==> config.mk <==
export PLATFORM = sky130hd
export DESIGN_NAME = es_mem_req_flat
export DESIGN_NICKNAME = d
export VERILOG_FILES = /design/src/rtl/es_mem_req_pkg.sv /design/src/rtl/es_mem_req_if.sv /design/src/rtl/es_mem_req_st_align.sv /design/src/rtl/es_mem_req.sv /design/src/flat_wrapper.sv
export SDC_FILE = /design/constraint.sdc
export NUM_CORES = 1
export LEC_CHECK = 0
export BUFFER_PORTS_ARGS = -buffer_cell sky130_fd_sc_hd__buf_2
export CELL_PAD_IN_SITES_DETAIL_PLACEMENT = 1
export CELL_PAD_IN_SITES_GLOBAL_PLACEMENT = 1
export CORE_MARGIN = 3
export CORE_UTILIZATION = 24
export CTS_CLUSTER_SIZE = 28
export DETAILED_ROUTE_END_ITERATION = 7
export PLACE_DENSITY_LB_ADDON = 0.1
export SYNTH_ARGS = -nofsm -noshare
export SYNTH_HDL_FRONTEND = slang
export SYNTH_SLANG_ARGS = --single-unit
==> constraint.sdc <==
create_clock -name clk -period 3.3 [get_ports clk]
set_input_delay 0.165 -clock clk [delete_from_list [all_inputs] [get_ports clk]]
set_output_delay 0.165 -clock clk [all_outputs]
set_load 0.03 [all_outputs]
==> src/rtl/es_mem_req_pkg.sv <==
// Shared definitions for the EXE-stage memory-request unit: mem_op bit
// positions, SRAM size encodings, FSM state type and the alignment rule.
package es_mem_req_pkg;

  // Bit positions inside the 8-bit mem_op vector
  // {ld_b, ld_bu, ld_h, ld_hu, ld_w, st_b, st_h, st_w}.
  localparam int OP_LD_B  = 7;
  localparam int OP_LD_BU = 6;
  localparam int OP_LD_H  = 5;
  localparam int OP_LD_HU = 4;
  localparam int OP_LD_W  = 3;
  localparam int OP_ST_B  = 2;
  localparam int OP_ST_H  = 1;
  localparam int OP_ST_W  = 0;

  // data_sram_size encodings.
  localparam logic [1:0] SIZE_B = 2'd0;
  localparam logic [1:0] SIZE_H = 2'd1;
  localparam logic [1:0] SIZE_W = 2'd2;

  // IDLE: no request accepted for the current instruction yet.
  // SENT: request accepted, instruction waiting for MEM to take it.
  typedef enum logic {
    ST_IDLE = 1'b0,
    ST_SENT = 1'b1
  } es_state_e;

  // Halfwords must be 2-byte aligned, words 4-byte aligned.
  function automatic logic misaligned(input logic [7:0] op, input logic [1:0] lo);
    logic half_op;
    logic word_op;
    half_op = op[OP_LD_H] | op[OP_LD_HU] | op[OP_ST_H];
    word_op = op[OP_LD_W] | op[OP_ST_W];
    return (half_op & lo[0]) | (word_op & (lo != 2'b00));
  endfunction

endpackage

==> src/rtl/es_mem_req_if.sv <==
// Data-SRAM request/response bus. The request fields are held stable while
// req=1 and addr_ok=0; a request is accepted in the cycle req&addr_ok=1.
// data_ok marks one response beat, in request order.
interface es_mem_req_if;
  logic        req;
  logic        wr;
  logic [1:0]  size;
  logic [3:0]  wstrb;
  logic [31:0] addr;
  logic [31:0] wdata;
  logic        addr_ok;
  logic        data_ok;

  modport master (
    output req, wr, size, wstrb, addr, wdata,
    input  addr_ok, data_ok
  );

  modport slave (
    input  req, wr, size, wstrb, addr, wdata,
    output addr_ok, data_ok
  );
endinterface

==> src/rtl/es_mem_req_st_align.sv <==
// Combinational size / byte-enable / store-data lane replication generator.
module es_mem_req_st_align
  import es_mem_req_pkg::*;
(
  input  logic [7:0]  mem_op_i,
  input  logic [1:0]  addr_lo_i,
  input  logic [31:0] st_data_i,
  output logic [1:0]  size_o,
  output logic [3:0]  wstrb_o,
  output logic [31:0] wdata_o
);

  logic byte_op;
  logic half_op;
  logic word_op;

  assign byte_op = mem_op_i[OP_LD_B] | mem_op_i[OP_LD_BU] | mem_op_i[OP_ST_B];
  assign half_op = mem_op_i[OP_LD_H] | mem_op_i[OP_LD_HU] | mem_op_i[OP_ST_H];
  assign word_op = mem_op_i[OP_LD_W] | mem_op_i[OP_ST_W];

  // Pick access size, then byte lanes and replicated data for stores only.
  always_comb begin
    size_o  = SIZE_B;
    wstrb_o = 4'b0000;
    wdata_o = st_data_i;
    if (half_op) size_o = SIZE_H;
    if (word_op) size_o = SIZE_W;
    if (byte_op) size_o = SIZE_B;
    if (mem_op_i[OP_ST_B]) begin
      wstrb_o = 4'b0001 << addr_lo_i;
      wdata_o = {4{st_data_i[7:0]}};
    end else if (mem_op_i[OP_ST_H]) begin
      wstrb_o = addr_lo_i[1] ? 4'b1100 : 4'b0011;
      wdata_o = {2{st_data_i[15:0]}};
    end else if (mem_op_i[OP_ST_W]) begin
      wstrb_o = 4'b1111;
      wdata_o = st_data_i;
    end
  end

endmodule

==> src/rtl/es_mem_req.sv <==
// EXE-stage memory-request unit: EXE valid/handshake, single data-SRAM
// request per memory instruction, ALE detection and tracking of in-flight
// requests so responses belonging to flushed instructions are dropped.
module es_mem_req
  import es_mem_req_pkg::*;
#(
  parameter  int MAX_OUTSTANDING = 2,
  localparam int CW              = $clog2(MAX_OUTSTANDING + 1)
) (
  input  logic            clk,
  input  logic            resetn,
  input  logic            ds2es_valid_i,
  output logic            es_allowin_o,
  input  logic [7:0]      ds_mem_op_i,
  input  logic            ds_ex_i,
  input  logic [31:0]     es_addr_i,
  input  logic [31:0]     es_st_data_i,
  input  logic            ms_allowin_i,
  output logic            es2ms_valid_o,
  input  logic            ms_ex_i,
  input  logic            wb_ex_i,
  es_mem_req_if.master    dsram,
  output logic            es_ale_o,
  output logic [4:0]      es_ld_inst_zip_o,
  output logic            es_wait_data_ok_o,
  output logic            data_ok_discard_o,
  output es_state_e       dbg_state_o,
  output logic [CW-1:0]   dbg_outstanding_o,
  output logic [CW-1:0]   dbg_discard_cnt_o
);

  localparam logic [CW-1:0] MAX_CNT = CW'(MAX_OUTSTANDING);

  logic          es_valid_q;
  logic [7:0]    mem_op_q;
  logic          ds_ex_q;
  es_state_e     state_q;
  logic [CW-1:0] outstanding_q, outstanding_d;
  logic [CW-1:0] discard_cnt_q, discard_cnt_d;

  logic          is_mem;
  logic          es_ale;
  logic          need_req;
  logic          req;
  logic          accept;
  logic          dec;
  logic          discard;
  logic          es_ready_go;
  logic          es_allowin;
  logic [1:0]    al_size;
  logic [3:0]    al_wstrb;
  logic [31:0]   al_wdata;

  assign is_mem   = |mem_op_q;
  assign es_ale   = es_valid_q & is_mem & misaligned(mem_op_q, es_addr_i[1:0]);
  assign need_req = es_valid_q & is_mem & ~es_ale & ~ds_ex_q & ~ms_ex_i & ~wb_ex_i;
  // Requests wait for stale responses to drain and for a free tracking slot.
  assign req      = (state_q == ST_IDLE) & need_req & (discard_cnt_q == '0)
                  & (outstanding_q < MAX_CNT);
  assign accept   = req & dsram.addr_ok;
  assign dec      = dsram.data_ok & (outstanding_q != '0);
  assign discard  = dsram.data_ok & (discard_cnt_q != '0);

  assign es_ready_go = ~need_req | accept | (state_q == ST_SENT);
  assign es_allowin  = ~es_valid_q | (es_ready_go & ms_allowin_i);

  es_mem_req_st_align u_st_align (
    .mem_op_i  (mem_op_q),
    .addr_lo_i (es_addr_i[1:0]),
    .st_data_i (es_st_data_i),
    .size_o    (al_size),
    .wstrb_o   (al_wstrb),
    .wdata_o   (al_wdata)
  );

  assign dsram.req   = req;
  assign dsram.wr    = es_valid_q & (mem_op_q[OP_ST_B] | mem_op_q[OP_ST_H] | mem_op_q[OP_ST_W]);
  assign dsram.size  = es_valid_q ? al_size  : 2'b00;
  assign dsram.wstrb = es_valid_q ? al_wstrb : 4'b0000;
  assign dsram.addr  = es_addr_i;
  assign dsram.wdata = al_wdata;

  assign es_allowin_o      = es_allowin;
  assign es2ms_valid_o     = es_valid_q & es_ready_go;
  assign es_ale_o          = es_ale;
  assign es_ld_inst_zip_o  = es_valid_q ? mem_op_q[7:3] : 5'b00000;
  assign es_wait_data_ok_o = accept | (state_q == ST_SENT);
  assign data_ok_discard_o = discard;
  assign dbg_state_o       = state_q;
  assign dbg_outstanding_o = outstanding_q;
  assign dbg_discard_cnt_o = discard_cnt_q;

  // Next values of the in-flight and to-be-discarded response counters.
  always_comb begin
    outstanding_d = outstanding_q;
    if (accept && !dec && outstanding_q != MAX_CNT) outstanding_d = outstanding_q + CW'(1);
    else if (!accept && dec)                        outstanding_d = outstanding_q - CW'(1);
    discard_cnt_d = discard_cnt_q;
    if (wb_ex_i)      discard_cnt_d = outstanding_q - CW'(dec);
    else if (discard) discard_cnt_d = discard_cnt_q - CW'(1);
  end

  // EXE valid bit and captured instruction fields.
  always_ff @(posedge clk) begin
    if (!resetn) begin
      es_valid_q <= 1'b0;
      mem_op_q   <= 8'h00;
      ds_ex_q    <= 1'b0;
    end else begin
      if (wb_ex_i)         es_valid_q <= 1'b0;
      else if (es_allowin) es_valid_q <= ds2es_valid_i;
      if (ds2es_valid_i && es_allowin) begin
        mem_op_q <= ds_mem_op_i;
        ds_ex_q  <= ds_ex_i;
      end
    end
  end

  // Request FSM: remember acceptance until the instruction moves to MEM.
  always_ff @(posedge clk) begin
    if (!resetn) begin
      state_q <= ST_IDLE;
    end else begin
      case (state_q)
        ST_IDLE: if (accept && !ms_allowin_i)  state_q <= ST_SENT;
        ST_SENT: if (ms_allowin_i || wb_ex_i)  state_q <= ST_IDLE;
        default:                               state_q <= ST_IDLE;
      endcase
    end
  end

  // Response tracking counters.
  always_ff @(posedge clk) begin
    if (!resetn) begin
      outstanding_q <= '0;
      discard_cnt_q <= '0;
    end else begin
      outstanding_q <= outstanding_d;
      discard_cnt_q <= discard_cnt_d;
    end
  end

  a_no_spurious_data_ok: assert property (@(posedge clk) disable iff (!resetn)
    !(dsram.data_ok && outstanding_q == '0))
    else $error("data_ok with no outstanding request");

endmodule

==> src/flat_wrapper.sv <==
// flat-port wrapper written by rule: the top's interface ports become plain ports
module es_mem_req_flat import es_mem_req_pkg::*;
#(
  parameter  int MAX_OUTSTANDING = 2,
  localparam int CW              = $clog2(MAX_OUTSTANDING + 1)
)
  (clk, resetn, ds2es_valid_i, es_allowin_o, ds_mem_op_i, ds_ex_i, es_addr_i, es_st_data_i, ms_allowin_i, es2ms_valid_o, ms_ex_i, wb_ex_i, es_ale_o, es_ld_inst_zip_o, es_wait_data_ok_o, data_ok_discard_o, dbg_state_o, dbg_outstanding_o, dbg_discard_cnt_o, dsram_req, dsram_wr, dsram_size, dsram_wstrb, dsram_addr, dsram_wdata, dsram_addr_ok, dsram_data_ok);
  es_mem_req_if dsram_i ();
  input  logic clk;
  input  logic resetn;
  input  logic ds2es_valid_i;
  output logic es_allowin_o;
  input  logic [7:0] ds_mem_op_i;
  input  logic ds_ex_i;
  input  logic [31:0] es_addr_i;
  input  logic [31:0] es_st_data_i;
  input  logic ms_allowin_i;
  output logic es2ms_valid_o;
  input  logic ms_ex_i;
  input  logic wb_ex_i;
  output logic es_ale_o;
  output logic [4:0] es_ld_inst_zip_o;
  output logic es_wait_data_ok_o;
  output logic data_ok_discard_o;
  output es_state_e dbg_state_o;
  output logic [CW-1:0] dbg_outstanding_o;
  output logic [CW-1:0] dbg_discard_cnt_o;
  output wire logic [$bits(dsram_i.req)-1:0] dsram_req;
  output wire logic [$bits(dsram_i.wr)-1:0] dsram_wr;
  output wire logic [$bits(dsram_i.size)-1:0] dsram_size;
  output wire logic [$bits(dsram_i.wstrb)-1:0] dsram_wstrb;
  output wire logic [$bits(dsram_i.addr)-1:0] dsram_addr;
  output wire logic [$bits(dsram_i.wdata)-1:0] dsram_wdata;
  input wire logic [$bits(dsram_i.addr_ok)-1:0] dsram_addr_ok;
  input wire logic [$bits(dsram_i.data_ok)-1:0] dsram_data_ok;
  assign dsram_req = dsram_i.req;
  assign dsram_wr = dsram_i.wr;
  assign dsram_size = dsram_i.size;
  assign dsram_wstrb = dsram_i.wstrb;
  assign dsram_addr = dsram_i.addr;
  assign dsram_wdata = dsram_i.wdata;
  assign dsram_i.addr_ok = dsram_addr_ok;
  assign dsram_i.data_ok = dsram_data_ok;
  es_mem_req #(.MAX_OUTSTANDING(MAX_OUTSTANDING)) u_core (.clk(clk), .resetn(resetn), .ds2es_valid_i(ds2es_valid_i), .es_allowin_o(es_allowin_o), .ds_mem_op_i(ds_mem_op_i), .ds_ex_i(ds_ex_i), .es_addr_i(es_addr_i), .es_st_data_i(es_st_data_i), .ms_allowin_i(ms_allowin_i), .es2ms_valid_o(es2ms_valid_o), .ms_ex_i(ms_ex_i), .wb_ex_i(wb_ex_i), .dsram(dsram_i), .es_ale_o(es_ale_o), .es_ld_inst_zip_o(es_ld_inst_zip_o), .es_wait_data_ok_o(es_wait_data_ok_o), .data_ok_discard_o(data_ok_discard_o), .dbg_state_o(dbg_state_o), .dbg_outstanding_o(dbg_outstanding_o), .dbg_discard_cnt_o(dbg_discard_cnt_o));
endmodule
==> reports/results.ini, run 1 <==
[placed_design]
portBuffers = 107
hpwl_um = 4370
dpl-instance-area_um2 = 1890
routabilityCongestion = 0.725

[cts]
clockBufferDepth = 2
cts-htree-levels = 1
cts.repair.resized = 0
numCtsBuffers = 3
cts_num_sinks = 15
insertion_delay_ns = 0.25
cts_hold_buf = 0
cts_setup_buffers = 0
cts_tree = yes
cts_root_buffer = clkbuf_8
clk_pin_slew_worst_paths_ns = 0.07

[synth]
yosys_warnings = 0
yosysSeqAreaShare_pct = 18.9
synthArstFlopShare_pct = 0
synth_ff_type = dfxtp_1
synth_seq_cells = 15
synth_edf_count = 0
synth_area_per_cell_um2 = 7.50
synth.cell_area_um2 = 1590
syn_inst = 212
ys_types = 34
syn_nets = 295

[timing]
fin_crit_sh_pct = 68.7
relSlewSlack_pct = 55.5
rsz0062_at_grt = false
fin_setup_tns_ns = 0
tightest_slew_ns = 0.664
hold_violations = 0
clock_skew_ns = 0.00361
final-setup-viol-count = 0
slew_viol_final = 0
min_period_ns = 2.27
fmax_ghz = 0.441
whs_ns = 0.0856

[worst_setup_path]
cp.required_ns = 3.13
cp-end-kind = output pin
crit_type = flop to output pin
cp-start-kind = flop
arrival_ns = 2.10
cp_max_fo = 9

[detailed_routing]
ant_nets = 0
drt-vias-per-instance = 4.48
vias = 1583
wl_per_cell_um = 14.9
wl_um = 5270
drt_iter0_drc = 66
drc = 0
first_pass_iters = 4

[power]
switchingPower_uw = 266
p_int_uw = 376
comb_power_share_pct = 44.5
leakage_uw = 0.00102
switching_share_pct = 41.4
p_clk_share_pct = 24.0
ir_drop_uv = 106
power_uw = 642
share_seq_of_total_power_pct = 31.5
power_density_nw_per_um2 = 332

[finish]
multi_input_area_um2 = 880
fillCellCount = 844
n_antenna_cell = 0
seqCellArea_um2 = 300
drive_above_1_share_pct = 45.7
fin_area_um2 = 1930
area_growth_pct = 21.6
fin_nets = 360

[floorplanning]
fp.dieW_um = 87.4
core_area_um2 = 6390
die_y_um = 87.4
rows = 29
ioPinCount = 168
start_util_pct = 24.9
die_area_um2 = 7630

[global_route]
grt_pass1_vias = 1533
grt_overflow = 0
antenna_found_initial = 0
grt_max_degree = 32
grt.total_usage_pct = 13.2
grt_pass1_wl_um = 7940

[run_status]
status = completed

[hold_path]
hp-class = primary input to flop

[job]
drv_cap = 0

[state kept, by name (all words and copies together), names as in the netlist]
| name | cells |
|---|---|
| u_core.dbg_outstanding_o | 2 |
| u_core.ds_ex_q | 1 |
| u_core.dbg_state_o | 1 |
| u_core.es_valid_q | 1 |
| u_core.mem_op_q | 8 |
| u_core.dbg_discard_cnt_o | 2 |
[final timing paths]
path	start	to	slack (ns)	depth (start not counted)
worst max-delay path	u_core.mem_op_q[1]$_SDFFE_PN0P_	es_wait_data_ok_o	1.03	5
worst min-delay path	ms_allowin_i	u_core.dbg_state_o$_SDFF_PN0_	0.09	2
worst min register to register	u_core.mem_op_q[7]$_SDFFE_PN0P_	u_core.mem_op_q[7]$_SDFFE_PN0P_	0.47	2
worst max register to register	u_core.mem_op_q[1]$_SDFFE_PN0P_	u_core.mem_op_q[2]$_SDFFE_PN0P_	1.30	5
[layout make-up]
type / instances / area share (%)
timing repair buffer: 109 / 28.5
tap: 77 / 4.99
inverter: 16 / 3.11
multi-input combinational: 132 / 45.5
sequential: 15 / 15.5
clock buffer: 4 / 2.33
[cell usage in the layout (no fill, tap or decap), drive strengths merged]
| master | n |
|---|---|
| o41ai | 1 |
| o211ai | 2 |
| buf | 109 |
| dfxtp | 15 |
| nor4 | 1 |
| nand2 | 29 |
| and3 | 1 |
| mux2i | 18 |
| xnor2 | 3 |
| clkbuf | 4 |
| o211a | 1 |
| o21ai | 16 |
| a31oi | 1 |
| mux2 | 8 |
| a211oi | 5 |
| o2111ai | 1 |
| nor3 | 4 |
| o31ai | 1 |
| nand2b | 4 |
| nor2b | 3 |
| xor2 | 1 |
| nor2 | 15 |
| o21a | 2 |
| inv | 16 |
| and2 | 7 |
| ha | 2 |
| a21oi | 3 |
| or3 | 1 |
| or2 | 1 |
| o221a | 1 |
[kinds of logic after synthesis]
kind of cell	synth area share (%)
flops	18.9
fa+ha+maj	1.57
buf+inv	25.7
simple gates	20.7
compound gates	13.9
xor+xnor	2.21
mux	17.0
[synth_stat cells, drive strengths merged (5+ instances only)]
cell	n	share of area (%)
a211oi	5	2.4
and2	7	2.8
buf	43	21
clkbuf	6	1.4
dfxtp	15	19
inv	16	3.8
mux2	8	5.7
mux2i	18	11
nand2	29	6.9
nor2	15	3.5
o21ai	16	5.0
[critical path: stages, from the launching register on]
cell	delay, ns
dfxtp_1	0.57
nor3_1	0.14
a211oi_1	0.45
o2111ai_1	0.33
nand2b_1	0.16
buf_2	0.20
[layer usage]
| layer | vias up | GRT usage, % | wire [um] |
|---|---|---|---|
| met3 | 20 | 2.18 | 412 |
| met4 | 0 | 7.11 | 149 |
| met2 | 69 | 20.5 | 2290 |
| met5 | - | 0 | 0 |
| li1 | 792 | - | - |
| met1 | 702 | 17.4 | 2420 |
[power by group through the flow]
stage | combinational [uW] | sequential (uW) | clock [uW]
final | 286 | 202 | 154
after global routing | 311 | 204 | 171
after CTS | 290 | 203 | 161
after detailed placement | 289 | 207 | 0
after global placement | 289 | 207 | 0
after floorplan | 269 | 204 | 0
[stage by stage]
stage	std cells	setup WS, ns	utilization (%)
finish	353	1.03	30.3
global route	353	0.821	30.3
CTS	353	0.952	30.3
detailed placement	349	1.24	29.5
global placement	349	1.32	29.5
floorplan	212	1.44	-
Note: power is estimated with default switching activity, not from simulation.
==> run 2, diff against run 1 <==
--- a/config.mk
+++ b/config.mk
@@ -5,11 +5,12 @@
 export SDC_FILE = /design/constraint.sdc
 export NUM_CORES = 1
 export LEC_CHECK = 0
+export ABC_AREA = 1
 export BUFFER_PORTS_ARGS = -buffer_cell sky130_fd_sc_hd__buf_2
 export CELL_PAD_IN_SITES_DETAIL_PLACEMENT = 1
 export CELL_PAD_IN_SITES_GLOBAL_PLACEMENT = 1
 export CORE_MARGIN = 3
-export CORE_UTILIZATION = 24
+export CORE_UTILIZATION = 21
 export CTS_CLUSTER_SIZE = 28
 export DETAILED_ROUTE_END_ITERATION = 7
 export PLACE_DENSITY_LB_ADDON = 0.1
==> constraint.sdc (replaced) <==
create_clock -name clk -period 2.25 [get_ports clk]
set_input_delay 0.1125 -clock clk [delete_from_list [all_inputs] [get_ports clk]]
set_output_delay 0.1125 -clock clk [all_outputs]
set_load 0.03 [all_outputs]
==> reports/results.ini, run 2 <==
[run_status]
status = completed  ; unchanged

[cts]
numCtsBuffers = 3  ; unchanged
cts_tree = yes  ; unchanged
cts.repair.resized = 0  ; unchanged
clockBufferDepth = 2  ; unchanged
cts_setup_buffers = 0  ; unchanged
insertion_delay_ns = 0.25  ; about the same
cts_hold_buf = 0  ; unchanged
clk_pin_slew_worst_paths_ns = 0.07  ; about the same
cts_num_sinks = 15  ; unchanged
cts_root_buffer = clkbuf_8  ; unchanged
cts-htree-levels = 1  ; unchanged

[power]
power_uw = 997  ; was 642 uW
power_density_nw_per_um2 = 490  ; was 332 nW/um2
leakage_uw = 0.00124  ; was 0.00102 uW
ir_drop_uv = 143  ; was 106 uV

[detailed_routing]
drt-vias-per-instance = 4.13  ; was 4.48
wl_um = 5650  ; was 5270 um
drt_iter0_drc = 40  ; was 66
first_pass_iters = 4  ; unchanged
vias = 1823  ; was 1,583
drc = 0  ; unchanged
wl_per_cell_um = 12.8  ; was 14.9 um
ant_nets = 0  ; unchanged

[finish]
final_cell_count_no_fill = 441  ; was 353
drive_above_1_share_pct = 38.6  ; was 45.7%
fillCellCount = 1014  ; was 844
final_common_cell = buf_2  ; unchanged
top_register = u_core.mem_op_q  ; unchanged
layout_common_cells = buf_2 (107), nand2_1 (74), inv_1 (44), nor2_1 (23), dfxtp_1 (15)  ; was buf_2 (107), nand2_1 (29), mux2i_1 (18), inv_1 (16), o21ai_0 (16)
area_growth_pct = 24.2  ; was 21.6%
largest_reg_flops = 8  ; unchanged
fin_nets = 426  ; was 360
n_antenna_cell = 0  ; unchanged

[synth]
synthArstFlopShare_pct = 0  ; unchanged
synth_edf_count = 0  ; unchanged
synth.cell_area_um2 = 1640  ; was 1590 um2
yosys_warnings = 0  ; unchanged
synth_seq_cells = 15  ; unchanged
syn_nets = 358  ; was 295
yosys.area.top_type = buf_4  ; unchanged
syn_inst = 275  ; was 212
synth_commonest_cells = nand2_1 (74), inv_1 (44), buf_4 (40), nor2_1 (23), dfxtp_1 (15)  ; was buf_4 (40), nand2_1 (29), mux2i_1 (18), inv_1 (16), o21ai_0 (16)
yosysSeqAreaShare_pct = 18.3  ; was 18.9%
yosys-top-cells-area = buf_4 (18%), dfxtp_1 (18%), nand2_1 (17%)  ; was buf_4 (19%), dfxtp_1 (19%), mux2i_1 (11%)
synth.top_cell.area_share_pct = 18.3  ; was 18.9%
synth_area_per_cell_um2 = 5.96  ; was 7.50 um2
synth_ff_type = dfxtp_1  ; unchanged
synth.most_common_cell = nand2_1  ; was buf_4
ys_types = 27  ; was 34

[floorplanning]
ioPinCount = 168  ; unchanged
die_area_um2 = 8900  ; was 7630 um2
fp.dieW_um = 94.3  ; was 87.4 um
start_util_pct = 22.1  ; was 24.9%
core_area_um2 = 7410  ; was 6390 um2
rows = 31  ; was 29
die_y_um = 94.3  ; was 87.4 um

[placed_design]
hpwl_um = 4750  ; was 4370 um
place_inst = 437  ; was 349
portBuffers = 107  ; unchanged
place_ws_ns = 0.520  ; was 1.24 ns
routabilityCongestion = 0.711  ; was 0.725

[timing]
clock_skew_ns = 0.00772  ; was 0.00361 ns
whs_ns = 0.0833  ; was 0.0856 ns
final-setup-viol-count = 0  ; unchanged
slew_viol_final = 0  ; unchanged
tightest_slew_ns = 0.430  ; was 0.664 ns
fin_setup_tns_ns = 0  ; unchanged
relSlewSlack_pct = 71.3  ; was 55.5%
hold_violations = 0  ; unchanged
setup_slack_ns = 0.254  ; was 1.03 ns
fin_crit_sh_pct = 88.7
fmax_ghz = 0.501
rsz0062_at_grt = false  ; unchanged
min_period_ns = 2.00

[global_route]
antenna_found_initial = 0  ; unchanged
grt_pass1_wl_um = 8960  ; was 7940 um
grt_pass1_vias = 1820  ; was 1,533
grt_max_degree = 20  ; was 32
grt_overflow = 0  ; unchanged
grt.total_usage_pct = 12.3  ; was 13.2%

[worst_setup_path]
cp_cell_sequence = inv_1, ha_1, inv_1, nor2_1, inv_1, o21ai_2, nand2_4, nand2_4, buf_2  ; was nor3_1, a211oi_1, o2111ai_1, nand2b_1, buf_2
r2r_setup_slack_ns = 0.53  ; was 1.30 ns
critPathMaxStageDelay_ns = 0.32  ; was 0.57 ns
arrival_ns = 1.88  ; was 2.10 ns
cp-start-kind = flop  ; unchanged
cp.required_ns = 2.14  ; was 3.13 ns
crit_type = flop to output pin  ; unchanged
startpoint = u_core.dbg_discard_cnt_o[0]$_SDFFE_PN0P_  ; was u_core.mem_op_q[1]$_SDFFE_PN0P_
reg2reg_from = u_core.dbg_discard_cnt_o[0]$_SDFFE_PN0P_  ; was u_core.mem_op_q[1]$_SDFFE_PN0P_
worst_path_max_delay_cell = dfxtp_1  ; unchanged
worst_r2r_path_depth = 11  ; was 5
cp-end-kind = output pin  ; unchanged
cp_max_fo = 19  ; was 9
endpoint = es_allowin_o  ; was es_wait_data_ok_o
crit_top_cell = inv_1
reg2reg_to = u_core.mem_op_q[7]$_SDFFE_PN0P_  ; was u_core.mem_op_q[2]$_SDFFE_PN0P_

[hold_path]
hp-class = primary input to flop  ; unchanged

[job]
drv_cap = 0  ; unchanged

-- run 2: cell types whose count changed in the layout (fill, tap and decap cells not counted), sizes merged, moves of 7 or more --
cell and delta:
a21oi +13, and2 -7, inv +31, mux2 -8, mux2i -18, nand2 +48, nand3 +13, nor2 +9
-- run 2: power by group --
| part | switching [uW] | total (uW) | internal (uW) |
|---|---|---|---|
| Clock | 98.6 | 221 | 123 |
| Sequential | 19.3 | 301 | 282 |
| Combinational | 326 | 475 | 149 |
-- run 2: how the worst min path moves through the flow --
stage | start | to | slack [ns] | depth (start not counted)
2_1_floorplan | wb_ex_i | u_core.es_valid_q$_SDFFE_PP0P_ | 0.19 | 1
3_3_place_gp | es_addr_i[21] | dsram_addr[21] | 0.23 | 0
3_5_place_dp | es_addr_i[21] | dsram_addr[21] | 0.23 | 0
4_1_cts | wb_ex_i | u_core.es_valid_q$_SDFFE_PP0P_ | 0.08 | 2
5_1_grt | wb_ex_i | u_core.es_valid_q$_SDFFE_PP0P_ | 0.09 | 2
6_report | wb_ex_i | u_core.es_valid_q$_SDFFE_PP0P_ | 0.08 | 2
-- run 2: cell type report --
cell class / count / area (um2) / area share, %
clock inverters: 1 / 5.00 / 0.246
multi-input cells: 165 / 823 / 40.4
flip-flops and latches: 15 / 300 / 14.8
inverters: 47 / 176 / 8.67
repair buffers: 111 / 566 / 27.8
well taps: 99 / 124 / 6.08
clock buffers: 3 / 41.3 / 2.03
-- run 2: logic make-up after synthesis --
kind of cell / after synthesis / share of synthesized area (%)
AND/OR/NAND/NOR: 117 / 29.9
buffers and inverters: 95 / 31.5
AO/OA/AOI/OAI: 45 / 18.2
XOR/XNOR: 1 / 0.534
adder cells (fa/ha/maj): 2 / 1.53
flip-flops: 15 / 18.3
-- run 2: metal layers --
layer	GRT usage, %	share of wire (%)	up-vias
li1	-	-	946
met1	16.5	44	796
met2	20.0	45	71
met3	2.63	10	10
met4	3.01	1.1	0
met5	0	0	-
-- run 2: worst max-delay path, delay by kind of cell, from the launching register on --
kind | cells | cell delay, ns
adder cells (fa/ha/maj) | 1 | 0.18
AND/OR/NAND/NOR | 3 | 0.46
buffers and inverters | 4 | 0.48
AO/OA/AOI/OAI | 1 | 0.19
flip-flops | 1 | 0.32
-- run 2: stage by stage --
stage               area, um2  utilization, %
finish                   2040            27.5
global route             2040            27.5
CTS                      2040            27.5
detailed placement       1990            26.9
global placement         1990            26.9
floorplan                1640               -
